$ cat src/rtl/bootprom_ctl.sv
// bootprom_ctl: bus-side sequencer for the Sun-2 boot PROM pair (27256 high
// and low byte parts). Decodes a 68010-style bus cycle to the PROM window,
// drives the shared PROM address/CE_n/OE_n for ACCESS_CYCLES clocks, latches
// both byte lanes into a word and acknowledges with DTACK_n. Writes to the
// window are acknowledged without touching the PROMs and flagged on wr_err.
//
// Ports:
//   clk, reset_n          clock, synchronous active-low reset
//   as_n, rw, uds_n,      68010 bus strobes / direction
//   lds_n, prom_sel, addr address decode hit and word address A15..A1
//   dtack_n, data_out,    acknowledge, read data and its bus-drive enable
//   data_oe, wr_err       one-clock write-attempt flag
//   prom_addr, prom_ce_n, shared PROM address and enables
//   prom_oe_n
//   prom_d_hi, prom_d_lo  PROM byte outputs
module bootprom_ctl #(
  parameter int ACCESS_CYCLES = 4,
  parameter int CNT_W         = 4
) (
  input  logic        clk,
  input  logic        reset_n,
  input  logic        as_n,
  input  logic        rw,
  input  logic        uds_n,
  input  logic        lds_n,
  input  logic        prom_sel,
  input  logic [14:0] addr,
  output logic        dtack_n,
  output logic [15:0] data_out,
  output logic        data_oe,
  output logic        wr_err,
  output logic [14:0] prom_addr,
  output logic        prom_ce_n,
  output logic        prom_oe_n,
  input  logic [7:0]  prom_d_hi,
  input  logic [7:0]  prom_d_lo
);

  typedef enum logic [2:0] {
    IDLE,
    ACCESS,
    ACK,
    WACK,
    RELEASE
  } state_t;

  localparam logic [CNT_W-1:0] CNT_LOAD = CNT_W'(ACCESS_CYCLES - 1);

  state_t             state_q, state_d;
  logic [CNT_W-1:0]   cnt_q, cnt_d;
  logic               dtack_d;
  logic [15:0]        data_d;
  logic               data_oe_d;
  logic               wr_err_d;
  logic [14:0]        prom_addr_d;
  logic               prom_ce_d;
  logic               prom_oe_d;

  always_ff @(posedge clk) begin
    if (!reset_n) begin
      state_q   <= IDLE;
      cnt_q     <= '0;
      dtack_n   <= 1'b1;
      data_out  <= '1;
      data_oe   <= 1'b0;
      wr_err    <= 1'b0;
      prom_addr <= '0;
      prom_ce_n <= 1'b1;
      prom_oe_n <= 1'b1;
    end else begin
      state_q   <= state_d;
      cnt_q     <= cnt_d;
      dtack_n   <= dtack_d;
      data_out  <= data_d;
      data_oe   <= data_oe_d;
      wr_err    <= wr_err_d;
      prom_addr <= prom_addr_d;
      prom_ce_n <= prom_ce_d;
      prom_oe_n <= prom_oe_d;
    end
  end

  // All outputs are registered: next values are computed here and hold by
  // default, so each state only lists what it changes.
  always_comb begin
    state_d     = state_q;
    cnt_d       = cnt_q;
    dtack_d     = dtack_n;
    data_d      = data_out;
    data_oe_d   = data_oe;
    wr_err_d    = 1'b0;
    prom_addr_d = prom_addr;
    prom_ce_d   = prom_ce_n;
    prom_oe_d   = prom_oe_n;

    unique case (state_q)
      IDLE: begin
        if (!as_n && prom_sel) begin
          if (rw) begin
            prom_addr_d = addr;
            cnt_d       = CNT_LOAD;
            prom_ce_d   = 1'b0;
            prom_oe_d   = 1'b0;
            state_d     = ACCESS;
          end else begin
            wr_err_d = 1'b1;
            state_d  = WACK;
          end
        end
      end

      ACCESS: begin
        // A dropped strobe wins over a capture due on the same clock.
        if (as_n) begin
          prom_ce_d = 1'b1;
          prom_oe_d = 1'b1;
          state_d   = IDLE;
        end else if (cnt_q == '0) begin
          data_d    = {(uds_n ? 8'hFF : prom_d_hi), (lds_n ? 8'hFF : prom_d_lo)};
          dtack_d   = 1'b0;
          data_oe_d = 1'b1;
          prom_ce_d = 1'b1;
          prom_oe_d = 1'b1;
          state_d   = ACK;
        end else begin
          cnt_d = cnt_q - CNT_W'(1);
        end
      end

      ACK: begin
        if (as_n) begin
          dtack_d   = 1'b1;
          data_oe_d = 1'b0;
          state_d   = RELEASE;
        end
      end

      WACK: begin
        if (as_n) begin
          dtack_d = 1'b1;
          state_d = RELEASE;
        end else begin
          dtack_d = 1'b0;
        end
      end

      RELEASE: state_d = IDLE;

      default: state_d = IDLE;
    endcase
  end

endmodule

$ cat config.mk
export PLATFORM = sky130hd
export DESIGN_NAME = bootprom_ctl
export DESIGN_NICKNAME = d
export VERILOG_FILES = /design/src/rtl/bootprom_ctl.sv
export SDC_FILE = /design/constraint.sdc
export NUM_CORES = 1
export LEC_CHECK = 0
export BUFFER_PORTS_ARGS = -buffer_cell sky130_fd_sc_hd__buf_2
export CORE_MARGIN = 1.5
export CORE_UTILIZATION = 46
export DETAILED_ROUTE_END_ITERATION = 8
export PLACE_DENSITY = 0.78
export SETUP_SLACK_MARGIN = 0.5
export SYNTH_ARGS = -nofsm -noshare
export SYNTH_HDL_FRONTEND = slang
export SYNTH_SLANG_ARGS = --single-unit
$ cat constraint.sdc
create_clock -name clk -period 2.13 [get_ports clk]
set_input_delay 0.213 -clock clk [delete_from_list [all_inputs] [get_ports clk]]
set_output_delay 0.213 -clock clk [all_outputs]
set_load 0.1 [all_outputs]
Word-level counts from Yosys, hierarchy flattened

Index checks and enable logic that the tools add are counted.

Bits in registers: 42
Input bits: 38
Output and inout port bits: 36
Logic and storage cells: 64

Add/subtract/negate cells: 1
Eq/ne operators: 11
Muxes and demuxes: 27
Bitwise operators: 1
Reduce and logical (&&, ||, !) cells: 16

Operators by type and width:

| cell                                                                   | count |
|---|---|
| 4-bit 2-to-1 mux                                                       | 4 |
| 8-bit 2-to-1 mux                                                       | 2 |
| 3-bit 2-to-1 mux                                                       | 4 |
| 2-bit != test (second input constant)                                  | 6 |
| 3-bit AND reduction                                                    | 4 |
| 4-bit AND reduction                                                    | 3 |
| 1-bit 2-to-1 mux                                                       | 11 |
| 3-bit case mux with 3 select lines                                     | 1 |
| 4-bit case mux with 2 select lines                                     | 1 |
| 3-bit by 2-bit equality test with 1-bit output (second input constant) | 2 |
| 5-bit AND reduction                                                    | 1 |
| 4-bit logical NOT                                                      | 1 |
| 1-bit case mux with 2 select lines                                     | 2 |
| 2-bit nonzero test                                                     | 2 |
| 4-bit by 1-bit subtractor with 4-bit output (second input constant)    | 1 |
| 3-bit by 1-bit equality test with 1-bit output (second input constant) | 1 |
| 3-bit logical NOT                                                      | 1 |
| 3-bit != test (second input constant)                                  | 1 |
| 1-bit case mux with 3 select lines                                     | 1 |
| 3-bit nonzero test                                                     | 1 |
| 2-bit 2-to-1 mux                                                       | 1 |
| 2-bit by 1-bit != test with 1-bit output (second input constant)       | 1 |
| 2-bit OR reduction                                                     | 1 |
| 1-bit logical AND                                                      | 1 |
| other kinds (2)                                                        | 2 |

Depth between registers and ports, before layout

Word-level depth: 4
Mapped depth: 8
Mapped depth without buffers: 6

Worst setup path after synthesis

OpenSTA, ideal clock, no wires.

Path type: register to register
Start point: register cnt_q[0]
End point: register data_out[0]
Setup time: 0.131 ns
Arrival time: 1.718 ns
Data required time: 1.999 ns
Slack: 0.281 ns
Stages on the path, launching flop included: 9
Path buffers: 2
Path through: dfxtp_1 -> inv_1 -> ha_1 -> or3b_1 -> or3_1 -> buf_6 -> buf_6 -> nor3_2 -> o21ai_1

Cells in the longest elaborated chain, start to end: 2

RTL lines:

| what                                 | RTL line | RTL |
|---|---|---|
| start: declaration                   | 50       | `logic [CNT_W-1:0] cnt_q, cnt_d;` |
| start signal: assignment             | 72       | `cnt_q <= cnt_d;` |
| 4-bit logical NOT                    | 118      | `end else if (cnt_q == '0) begin` |
| 3-bit AND reduction (no source line) | --       |  |
| end signal: assignment               | 74       | `data_out <= data_d;` |
| end: declaration                     | 29       | `output logic [15:0] data_out,` |

No other way between the ends.
A chain may end at the register's enable or synchronous reset.

Final worst setup path

Start point: register cnt_q[0]
End point: register data_out[10]

Same word-level chain as after synthesis.

==> impl_results.md <==
* Outcome: completed
* Max-Cap Viols at 0
* Yosys warning count at 0
* Worst Hold Launch: rw
* First-pass GRT wire length at 6460 µm
* Final std cells w/o fill at 324
* FF+latch count, synth at 42
* Logic pwr share at 19.4%
* Slew HR at 66.7%
* Grt peak-use layer: met2
* Multi-input logic area at 863 µm²
* Sequential area share after synthesis at 50.4%
* Clock power frac at 30.4%
* Pwr Density at 686 nW/µm²
* CP max FO at 5
* Sw Ratio at 30.0%
* Share of cells above drive strength 1 at 45.7%
* Longest Clk Path Bufs at 2
* Vias per cell at 5.10
* Critical Path Source Type: flop
* Die Wd at 63.2 µm
* Sw Pwr at 490 µW
* Hold Worst Slack at 72.9 ps
* Max stage delay on crit path at 440 ps
* Initial core utilization at 48.9%
* Crit-path cells: inv_2 -> ha_4 -> or3b_4 -> or3_4 -> buf_12 -> nor3_2 -> o21ai_1
* Core outline area at 3420 µm²
* Register share of total power at 50.1%
* Worst slack, placed at 247 ps
* Vias at 1,654
* Storage cell area at 847 µm²
* Antenna Cells at 0
* CTS Hold Buffers Added at 0
* Number of global-route vias before repair at 1,476
* GR Util met1 at 25.2%
* Top FF cell, synth: dfxtp_1
* CTS sink cnt at 42
* Avg Synthesized Cell Area at 8.56 µm²
* Area Growth Syn to Fin at 42.7%
* Critical path launch point: cnt_q[0]$_SDFFE_PN0P_
* Leak at 1.01 nW
* Grt ovf at 0
* Async SR Flop Fraction at 0%
* Period utilization at 85.9%
* Dpl cells at 309
* Iter 0 DRT Violations at 63
* CTS tree: done
* Final setup violation count at 0
* Final Hold Vio Count at 0
* Pre-Repair DR Iteration Count at 5
* Met3 Resource Use GR at 4.82%
* Initial antenna violation count at 0
* Internal Pwr Total at 1.14 mW
* Final design utilization at 69.7%
* Syn Nets at 235
* Number of remaining DRC errors at 0
* Max rail drop VDD at 0.000554 V
* Finished Cell Area at 2380 µm²
* CP Class: reg -> reg
* Nets at 317
* Mapped Area at 1670 µm²
* Crit path DAT at 2080 ps
* Slew Viols, Final at 0
* Clk root buf: clkbuf_4
* Worst reg2reg startpoint: cnt_q[0]$_SDFFE_PN0P_
* Latest clock arrival within the worst-skew pair at 350 ps
* Max H-tree Level at 2
* RSZ-0062 raised after global routing: true
* IO Count at 74
* HPWL Detailed at 2720 µm
* Post-route minimum period at 1830 ps
* Placer congestion estimate at 0.766
* Post-route ant nets at 0
* Largest net degree at the start of global routing at 20
* Met2 global-route usage at 33.1%
* Worst Tran Pin Value at 503 ps
* Endpoint class of the critical path: flop
* Final Total Pwr at 1.63 mW
* Number of port buffers at 73
* Crit path required time at 2380 ps
* Wirelength per Cell at 13.0 µm
* Setup TNS Final at 0 ps
* PnR worst setup slack at 299 ps
* FMAX at 0.546 GHz
* Synth Instances at 195
* Fill cell count at 291
* Slowest cell on crit path: or3_4
* Total wire length at 4210 µm
* Die area at 4000 µm²
* CTS clock-pin slew for the worst setup and hold paths at 120 ps
* Placed cell areas at 2090 µm²
* Die Span Y at 63.2 µm
* Number of synthesized flops with an enable pin at 0
* CTS buffer count at 5
* Gr usage total at 20.1%
* Standard-cell row count at 21
* Final clock skew at 6.46 ps
* Synth cell types at 31
* Worst hold path type: in -> reg
==> cell families after synthesis <==
| group | Yosys count | synth area share [%] |
|---|---|---|
| flops | 42 | 50.4 |
| buf+inv | 15 | 4.65 |
| compound gates | 42 | 13.6 |
| fa+ha+maj | 2 | 1.50 |
| simple gates | 94 | 29.9 |
==> cell type report <==
| type | count | area share [%] |
|---|---|---|
| Multi-Input combinational cell | 138 | 36.3 |
| Tap cell | 46 | 2.42 |
| Timing Repair Buffer | 87 | 22.0 |
| Clock inverter | 3 | 1.68 |
| Inverter | 3 | 0.473 |
| Clock buffer | 5 | 1.58 |
| Sequential cell | 42 | 35.6 |
==> metal layers <==
layer | wire length (µm) | up-vias | share of wire [%]
li1 | - | 834 | -
met1 | 1740 | 758 | 41
met5 | 0 | - | 0
met4 | 87 | 0 | 2.1
met3 | 216 | 10 | 5.1
met2 | 2170 | 52 | 51
==> flip-flops by register name, indices dropped and copies added, names as in the netlist <==
signal,cells
dtack_n,1
state_q,3
wr_err,1
cnt_q,4
data_out,16
data_oe,1
prom_addr,15
prom_oe_n,1
==> synthesized netlist by cell type, types with 2 or more instances <==
library cell  count  area [µm²]
nor2_1           20        75.1
buf_6             2        22.5
clkbuf_1          5        18.8
a211oi_1          2        15.0
buf_2             2        10.0
nand4b_1          3        26.3
a21oi_1          17        85.1
inv_1             2        7.51
nand2_1          35         131
o21ai_0          10        50.1
o211ai_1          3        22.5
dfxtp_1          42         841
nor3_1           12        60.1
nor3b_1           3        22.5
nor3_2            9        90.1
nand3_1           3        15.0
buf_1             2        7.51
ha_1              2        25.0
o21ai_1           9        45.0
==> power groups by stage <==
stage / combinational, mW / sequential [mW] / clock, mW
2_1_floorplan: 0.0928 / 0.949 / 0
3_3_place_gp: 0.276 / 0.838 / 0
3_5_place_dp: 0.280 / 0.838 / 0
4_1_cts: 0.298 / 0.820 / 0.496
5_1_grt: 0.339 / 0.822 / 0.539
6_report: 0.318 / 0.819 / 0.497
==> cell usage in the layout (no fill, tap or decap), drive strengths merged, types with 2 or more instances in the layout <==
cell	instances
buf	86
dfxtp	42
nand2	35
nor3	22
nor2	20
o21ai	19
a21oi	17
clkbuf	6
nand4b	3
o211ai	3
nor3b	3
or3b	3
nand3	3
clkinv	3
inv	2
a211oi	2
or3	2
ha	2
==> worst paths after layout <==
kind,end,slack [ps],cells past startpoint
max,data_out[10]$_SDFFE_PN1P_,300,7
min,wr_err$_SDFF_PN0_,70,2
max reg2reg,data_out[10]$_SDFFE_PN1P_,300,7
min reg2reg,prom_addr[14]$_SDFFE_PN0P_,460,2
==> critical path, delay by kind of cell (launching register included) <==
| kind | cells | cell delay [ps] |
|---|---|---|
| fa+ha+maj | 1 | 130 |
| flops | 1 | 340 |
| buf+inv | 2 | 240 |
| compound gates | 1 | 80 |
| simple gates | 3 | 940 |
==> what timing repair did <==
item	in CTS	in global routing
hold endpoints to repair	0	0
gates cloned	1	1
pin swaps	1	5
setup buffers	4	1
gates resized for setup	8	23
endpoints found under the setup margin	17	36
(Power assumes the default switching activity.)
